File: config.mk
export PLATFORM = sky130hd
export DESIGN_NAME = fpga_cfg_loader_flat
export DESIGN_NICKNAME = d
export VERILOG_FILES = /design/src/rtl/fpga_cfg_pkg.sv /design/src/rtl/fpga_cfg_loader_if.sv /design/src/rtl/fpga_cfg_shifter.sv /design/src/rtl/fpga_cfg_loader.sv /design/src/flat_wrapper.sv
export SDC_FILE = /design/constraint.sdc
export NUM_CORES = 1
export LEC_CHECK = 0
export ABC_AREA = 1
export ABC_CLOCK_PERIOD_IN_PS = 1600
export CORE_MARGIN = 4
export CORE_UTILIZATION = 48
export CTS_CLUSTER_DIAMETER = 100
export DETAILED_ROUTE_END_ITERATION = 7
export PLACE_DENSITY = 0.75
export SLEW_MARGIN = 40
export SYNTH_ARGS = -nofsm -noshare
export SYNTH_HDL_FRONTEND = slang
export SYNTH_SLANG_ARGS = --single-unit
File: constraint.sdc
create_clock -name prog_clk -period 1.6 [get_ports prog_clk]
set_input_delay 0.16 -clock prog_clk [delete_from_list [all_inputs] [get_ports prog_clk]]
set_output_delay 0.16 -clock prog_clk [all_outputs]
set_load 0.02 [all_outputs]
File: src/rtl/fpga_cfg_pkg.sv
// Shared types and CRC-8 helper for the configuration loader.
// The CRC trailer check is built only when CFG_CRC_EN is defined.
package fpga_cfg_pkg;

   typedef enum logic [2:0] {
      IDLE,
      LOAD,
      CHECK,
      DONE,
      ERR
   } cfg_state_t;

   localparam logic [7:0] CRC8_POLY = 8'h07;
   localparam logic [7:0] CRC8_INIT = 8'h00;

   // One MSB-first CRC-8 step for a single serial bit.
   function automatic logic [7:0] crc8_step(input logic [7:0] crc, input logic din);
      logic fb;
      fb = crc[7] ^ din;
      return {crc[6:0], 1'b0} ^ (fb ? CRC8_POLY : 8'h00);
   endfunction

endpackage

File: src/rtl/fpga_cfg_loader_if.sv
// Byte stream into the configuration loader (valid/ready handshake).
interface fpga_cfg_loader_if;

   logic [7:0] s_data;
   logic       s_valid;
   logic       s_ready;

   modport master (output s_data, output s_valid, input s_ready);
   modport slave  (input s_data, input s_valid, output s_ready);

endinterface

File: src/rtl/fpga_cfg_shifter.sv
// 8-bit MSB-first serialiser driving the configuration chain head.
// Exposes the outgoing bit for CRC tracking when CFG_CRC_EN is defined.
module fpga_cfg_shifter (
   input  logic       prog_clk,
   input  logic       reset_n,
   input  logic       clr,
   input  logic       load,
   input  logic [7:0] data,
   input  logic       shift,
   input  logic       discard,
`ifdef CFG_CRC_EN
   output logic       msb,
`endif
   output logic       empty,
   output logic       head,
   output logic       shift_en
);

   logic [7:0] sh;
   logic [3:0] sh_cnt;

   always_ff @(posedge prog_clk) begin
      if (!reset_n) begin
         sh       <= '0;
         sh_cnt   <= '0;
         head     <= 1'b0;
         shift_en <= 1'b0;
      end else begin
         shift_en <= 1'b0;
         if (clr || discard) begin
            sh     <= '0;
            sh_cnt <= '0;
         end else if (load) begin
            sh     <= data;
            sh_cnt <= 4'd8;
         end else if (shift) begin
            head     <= sh[7];
            shift_en <= 1'b1;
            sh       <= {sh[6:0], 1'b0};
            sh_cnt   <= sh_cnt - 4'd1;
         end
      end
   end

   always_comb begin
      empty = (sh_cnt == 4'd0);
   end

`ifdef CFG_CRC_EN
   always_comb begin
      msb = sh[7];
   end
`endif

endmodule

File: src/rtl/fpga_cfg_loader.sv
// Bitstream loader: FSM and bit counter; holds fabric in reset until CHAIN_LEN bits shifted.
// Define CFG_CRC_EN to add a CRC-8 trailer byte check after the last bit.
module fpga_cfg_loader
   import fpga_cfg_pkg::*;
#(
   parameter int CHAIN_LEN = 64
) (
   input  logic               prog_clk,
   input  logic               reset_n,
   input  logic               start,
   input  logic               abort,
   fpga_cfg_loader_if.slave   s,
   output logic               ccff_head,
   output logic               ccff_shift_en,
   output logic               fabric_reset,
   output logic               busy,
   output logic               cfg_done,
   output logic               cfg_err
);

   localparam int CNT_W = $clog2(CHAIN_LEN + 1);

   cfg_state_t       state;
   logic [CNT_W-1:0] bits_left;
   logic             sh_empty;
   logic             ready;
   logic             accept;
   logic             start_ok;
   logic             clr;
   logic             shift;
   logic             discard;
`ifdef CFG_CRC_EN
   logic             sh_msb;
   logic [7:0]       crc;
`endif

   always_comb begin
      ready = 1'b0;
      case (state)
         LOAD:    ready = sh_empty && (bits_left != '0);
`ifdef CFG_CRC_EN
         CHECK:   ready = 1'b1;
`endif
         default: ready = 1'b0;
      endcase
   end

   always_comb begin
      s.s_ready = ready;
      accept    = s.s_valid && ready;
      start_ok  = start && ((state == IDLE) || (state == DONE) || (state == ERR));
      clr       = abort || start_ok;
      shift     = (state == LOAD) && !sh_empty && (bits_left != '0);
      discard   = (state == LOAD) && (bits_left == '0);
   end

   fpga_cfg_shifter u_shifter (
      .prog_clk (prog_clk),
      .reset_n  (reset_n),
      .clr      (clr),
      .load     (accept && (state == LOAD)),
      .data     (s.s_data),
      .shift    (shift),
      .discard  (discard),
`ifdef CFG_CRC_EN
      .msb      (sh_msb),
`endif
      .empty    (sh_empty),
      .head     (ccff_head),
      .shift_en (ccff_shift_en)
   );

   always_ff @(posedge prog_clk) begin
      if (!reset_n) begin
         state        <= IDLE;
         bits_left    <= '0;
         fabric_reset <= 1'b1;
         busy         <= 1'b0;
         cfg_done     <= 1'b0;
         cfg_err      <= 1'b0;
`ifdef CFG_CRC_EN
         crc          <= CRC8_INIT;
`endif
      end else if (abort) begin
         state        <= IDLE;
         bits_left    <= '0;
         fabric_reset <= 1'b1;
         busy         <= 1'b0;
         cfg_done     <= 1'b0;
         cfg_err      <= 1'b0;
      end else begin
         case (state)
            IDLE, DONE, ERR: begin
               if (start) begin
                  state        <= LOAD;
                  bits_left    <= CNT_W'(CHAIN_LEN);
                  fabric_reset <= 1'b1;
                  busy         <= 1'b1;
                  cfg_done     <= 1'b0;
                  cfg_err      <= 1'b0;
`ifdef CFG_CRC_EN
                  crc          <= CRC8_INIT;
`endif
               end
            end
            LOAD: begin
               // bits_left hits zero on the edge of the last shift, so the
               // final shift_en pulse is already out when we leave LOAD.
               if (bits_left == '0) begin
`ifdef CFG_CRC_EN
                  state <= CHECK;
`else
                  state        <= DONE;
                  fabric_reset <= 1'b0;
                  busy         <= 1'b0;
                  cfg_done     <= 1'b1;
`endif
               end else if (shift) begin
                  bits_left <= bits_left - 1'b1;
`ifdef CFG_CRC_EN
                  crc       <= crc8_step(crc, sh_msb);
`endif
               end
            end
`ifdef CFG_CRC_EN
            CHECK: begin
               if (accept) begin
                  busy <= 1'b0;
                  if (s.s_data == crc) begin
                     state        <= DONE;
                     fabric_reset <= 1'b0;
                     cfg_done     <= 1'b1;
                  end else begin
                     state   <= ERR;
                     cfg_err <= 1'b1;
                  end
               end
            end
`endif
            default: state <= IDLE;
         endcase
      end
   end

endmodule

File: src/flat_wrapper.sv
// flat-port wrapper written by rule: the top's interface ports become plain ports
module fpga_cfg_loader_flat import fpga_cfg_pkg::*;
#(
   parameter int CHAIN_LEN = 64
)
  (prog_clk, reset_n, start, abort, ccff_head, ccff_shift_en, fabric_reset, busy, cfg_done, cfg_err, s_s_data, s_s_valid, s_s_ready);
  fpga_cfg_loader_if s_i ();
  input  logic prog_clk;
  input  logic reset_n;
  input  logic start;
  input  logic abort;
  output logic ccff_head;
  output logic ccff_shift_en;
  output logic fabric_reset;
  output logic busy;
  output logic cfg_done;
  output logic cfg_err;
  input wire logic [$bits(s_i.s_data)-1:0] s_s_data;
  input wire logic [$bits(s_i.s_valid)-1:0] s_s_valid;
  output wire logic [$bits(s_i.s_ready)-1:0] s_s_ready;
  assign s_i.s_data = s_s_data;
  assign s_i.s_valid = s_s_valid;
  assign s_s_ready = s_i.s_ready;
  fpga_cfg_loader #(.CHAIN_LEN(CHAIN_LEN)) u_core (.prog_clk(prog_clk), .reset_n(reset_n), .start(start), .abort(abort), .s(s_i), .ccff_head(ccff_head), .ccff_shift_en(ccff_shift_en), .fabric_reset(fabric_reset), .busy(busy), .cfg_done(cfg_done), .cfg_err(cfg_err));
endmodule
==> run_results.csv <==
group,metric,value,unit
outcome,status,"finished clean",
pwr,p_sw,358,µW
route,drtIter0Drc,47,
route,drc,0,
logic_synthesis,synthAdderAreaFrac,4.50,%
hold_path,worstHoldEndpoint,"u_core.u_shifter.sh[0]",
logic_synthesis,synth_compound_area_share,11.1,%
sta,setup_viol,0,
logic_synthesis,synth_xor_area_share,1.89,%
logic_synthesis,synthCells,203,
layout,drive_gt1_share,24.0,%
sta,max_freq,650,MHz
floorplan,die_w,61.8,µm
logic_synthesis,seq_area_frac_synth,37.5,%
logic_synthesis,yosysTopAreaCell,"dfxtp_1",
logic_synthesis,muxShareOfSynthArea,0,%
logic_synthesis,yosys.area.top_type_share,37.5,%
worst_setup_path,cpLargestDelayFamily,"simple AND/OR/NAND/NOR gates",
layout,nets,261,
floorplan,dieArea,3820,µm²
worst_setup_path,slowest_stage,"dfxtp_2",
pwr,power.total,1410,µW
global_routing,gr-total-overflow,0,
worst_setup_path,critPathKind,"flop to flop",
sta,period_share,96.1,%
pwr,leakage,0.000860,µW
floorplan,initial_core_util,50.4,%
worst_setup_path,rr_worst_depth,11,
worst_setup_path,critPathRequiredTime,1.85,ns
route,drt-total-wl,2.89,mm
hold_path,hold_depth,3,
clocking,cts_max_level,1,
floorplan,core,2760,µm²
clocking,clk_pin_slew_worst_paths,0.14,ns
pwr,power_frac_comb,20.9,%
sta,drv_slew,0,
pwr,peakVddDrop,0.558,mV
route,wl_per_cell,10.6,µm
worst_setup_path,crit_path_end_kind,"flop",
place,gp_congestion,0.769,
route,first_pass_iters,4,
place,dpl_cell_area,1710,µm²
place,hpwl,2.08,mm
worst_setup_path,start_kind,"flop",
sta,fin_skew,0.00198,ns
worst_setup_path,crit_arrival,1.79,ns
global_routing,grt_pass1_vias,1109,
clocking,cts_root_buffer,"clkbuf_4",
pwr,clkPwrFrac,31.3,%
logic_synthesis,syn-mean-instance-area,6.84,µm²
logic_synthesis,synthSimpleGateAreaFrac,35.0,%
pwr,internal_power,1050,µW
logic_synthesis,synth_top_family_by_area,"simple AND/OR/NAND/NOR gates",
floorplan,die-height,61.8,µm
pwr,seq_power_share,47.8,%
worst_setup_path,reg2reg_slack,0.06,ns
pwr,swShare,25.3,%
run,maxCapViolCount,0,
layout,syn_to_final_growth,38.6,%
floorplan,placementRows,19,
logic_synthesis,synthTopCellsByArea,"dfxtp_1, nand2_1, inv_1, a21oi_1, nand3_1",
clocking,cts_sinks,26,
worst_setup_path,timing.rr.end,"u_core.bits_left[0]",
worst_setup_path,timing.rr.start,"u_core.bits_left[1]",
logic_synthesis,ys_ff_latch,26,
global_routing,grt_use_total,15.2,%
clocking,clkLatencyLatePin,0.31,ns
route,vias,1318,
pwr,powerDensity,733,nW/µm²
floorplan,io_pins,20,
global_routing,antenna_found_initial,0,
layout,most-common-layout-cells,"nand2_1, inv_1, nor2_1, dfxtp_1, nand3_1",
worst_setup_path,cp_slowest_stage_delay,0.35,ns
sta,finalHoldViolations,0,
logic_synthesis,synth_cell_types,25,
logic_synthesis,synth.cell_area,1390,µm²
layout,antenna_cells,0,
logic_synthesis,syn_nets,221,
worst_setup_path,critical_path_buf_inv_count,3,
layout,final_common_cell,"nand2_1",
clocking,tritoncts,"done",
clocking,numCtsBuffers,3,
layout,utilization,69.8,%
global_routing,grt_pass1_wl,4.45,mm
hold_path,hold_start,"s_s_data[0]",
hold_path,min_path_type,"primary input to flop",
sta,fin_crit,1.54,ns
logic_synthesis,ys_warn_count,0,
global_routing,grt_max_degree,16,
worst_setup_path,crit_chain,"inv_2 -> ha_4 -> inv_2 -> nor2_4 -> nand3_4 -> buf_6 -> nand3_4 -> nand2_8 -> nand2_8 -> nand2_1 -> a21oi_1",
place,place.port_buffers,18,
route,vias_per_cell,4.83,
worst_setup_path,crit_path_max_fanout,8,
layout,finish.instance_area,1930,µm²
route,ant_nets,0,
clocking,cts_buffer_depth,2,
==> kinds of logic after synthesis <==
family / Yosys count
xor gates and xnor gates: 3
and+or+nand+nor: 106
other: 1
DFF: 26
AOI/OAI and AO/OA: 28
buffers and inverters: 34
adders and majority gates: 5
==> registers in the layout (all words and copies together) (netlist names) <==
register and cells:
u_core.bits_left 7, u_core.busy 1, u_core.cfg_done 1, u_core.fabric_reset 1, u_core.state 2, u_core.u_shifter.head 1
u_core.u_shifter.sh 8, u_core.u_shifter.sh_cnt 4, u_core.u_shifter.shift_en 1
==> worst min-delay path, cell delays in order <==
cell,delay (ns)
clkdlybuf4s50_1,0.40
nand2_1,0.06
a21oi_1,0.05
==> worst max-delay path by stage <==
stage                             start                          to  slack, ns  cells after the start
detailed placement  u_core.bits_left[0]                   s_s_ready       0.03                      8
CTS                 u_core.bits_left[1]  u_core.u_shifter.sh_cnt[0]       0.05                     11
finish              u_core.bits_left[1]         u_core.bits_left[0]       0.06                     11
global route        u_core.bits_left[1]      u_core.u_shifter.sh[4]      -0.04                     12
global placement    u_core.bits_left[0]                   s_s_ready       0.03                      8
floorplan               u_core.state[0]         u_core.bits_left[5]       0.07                      8
==> final cells by class <==
class                           instances  area [µm²]
Inverter                               32         126
Timing Repair Buffer                   37         344
Fill cell                             234         832
Multi-Input combinational cell        143         837
Tap cell                               31        38.8
Clock inverter                          1        30.0
Sequential cell                        26         527
Clock buffer                            3        22.5
==> synthesized netlist by cell type <==
cell type / instances
a21oi_1: 18
buf_4: 2
clkinv_1: 1
conb_1: 1
dfxtp_1: 26
ha_1: 5
inv_1: 30
inv_2: 1
nand2_1: 56
nand2_4: 2
nand3_1: 18
nand3_2: 1
nand3_4: 2
nand4_1: 1
nor2_1: 22
nor2_2: 2
nor2_4: 1
o211ai_1: 1
o211ai_2: 1
o21ai_0: 6
o21ai_1: 1
o21ai_2: 1
or2_2: 1
xnor2_1: 1
xor2_1: 2
==> metal layers <==
metal | vias up | track usage, % | routed length [µm]
met1 | 587 | 20.1 | 1350
li1 | 716 | - | -
met5 | - | 0 | 0
met4 | 0 | 4.24 | 21
met2 | 13 | 25.1 | 1450
met3 | 2 | 3.10 | 73
==> power by group through the flow <==
stage / Sequential, µW / Combinational (µW) / Clock (µW)
after floorplan: 687 / 145 / 0
after global placement: 685 / 241 / 0
after detailed placement: 685 / 244 / 0
after CTS: 672 / 244 / 458
after global routing: 677 / 324 / 485
final: 675 / 295 / 442
==> stage by stage <==
step	setup TNS, ns	hold WS, ns	setup slack (ns)	instances
floorplan	0	0.299	0.0693	203
global placement	0	0.453	0.0346	266
detailed placement	0	0.448	0.0278	266
CTS	0	0.385	0.0519	270
global route	-0.161	0.400	-0.0413	273
finish	0	0.392	0.0625	273
==> timing repair <==
item,4_1_cts,5_1_grt
hold endpoints to repair,0,0
hold buffers,0,0
buffers inserted,0,3
resized for setup,5,37
pin swaps,0,11
setup endpoints to repair,1,21
No activity file was read; power rests on OpenSTA's default activity.
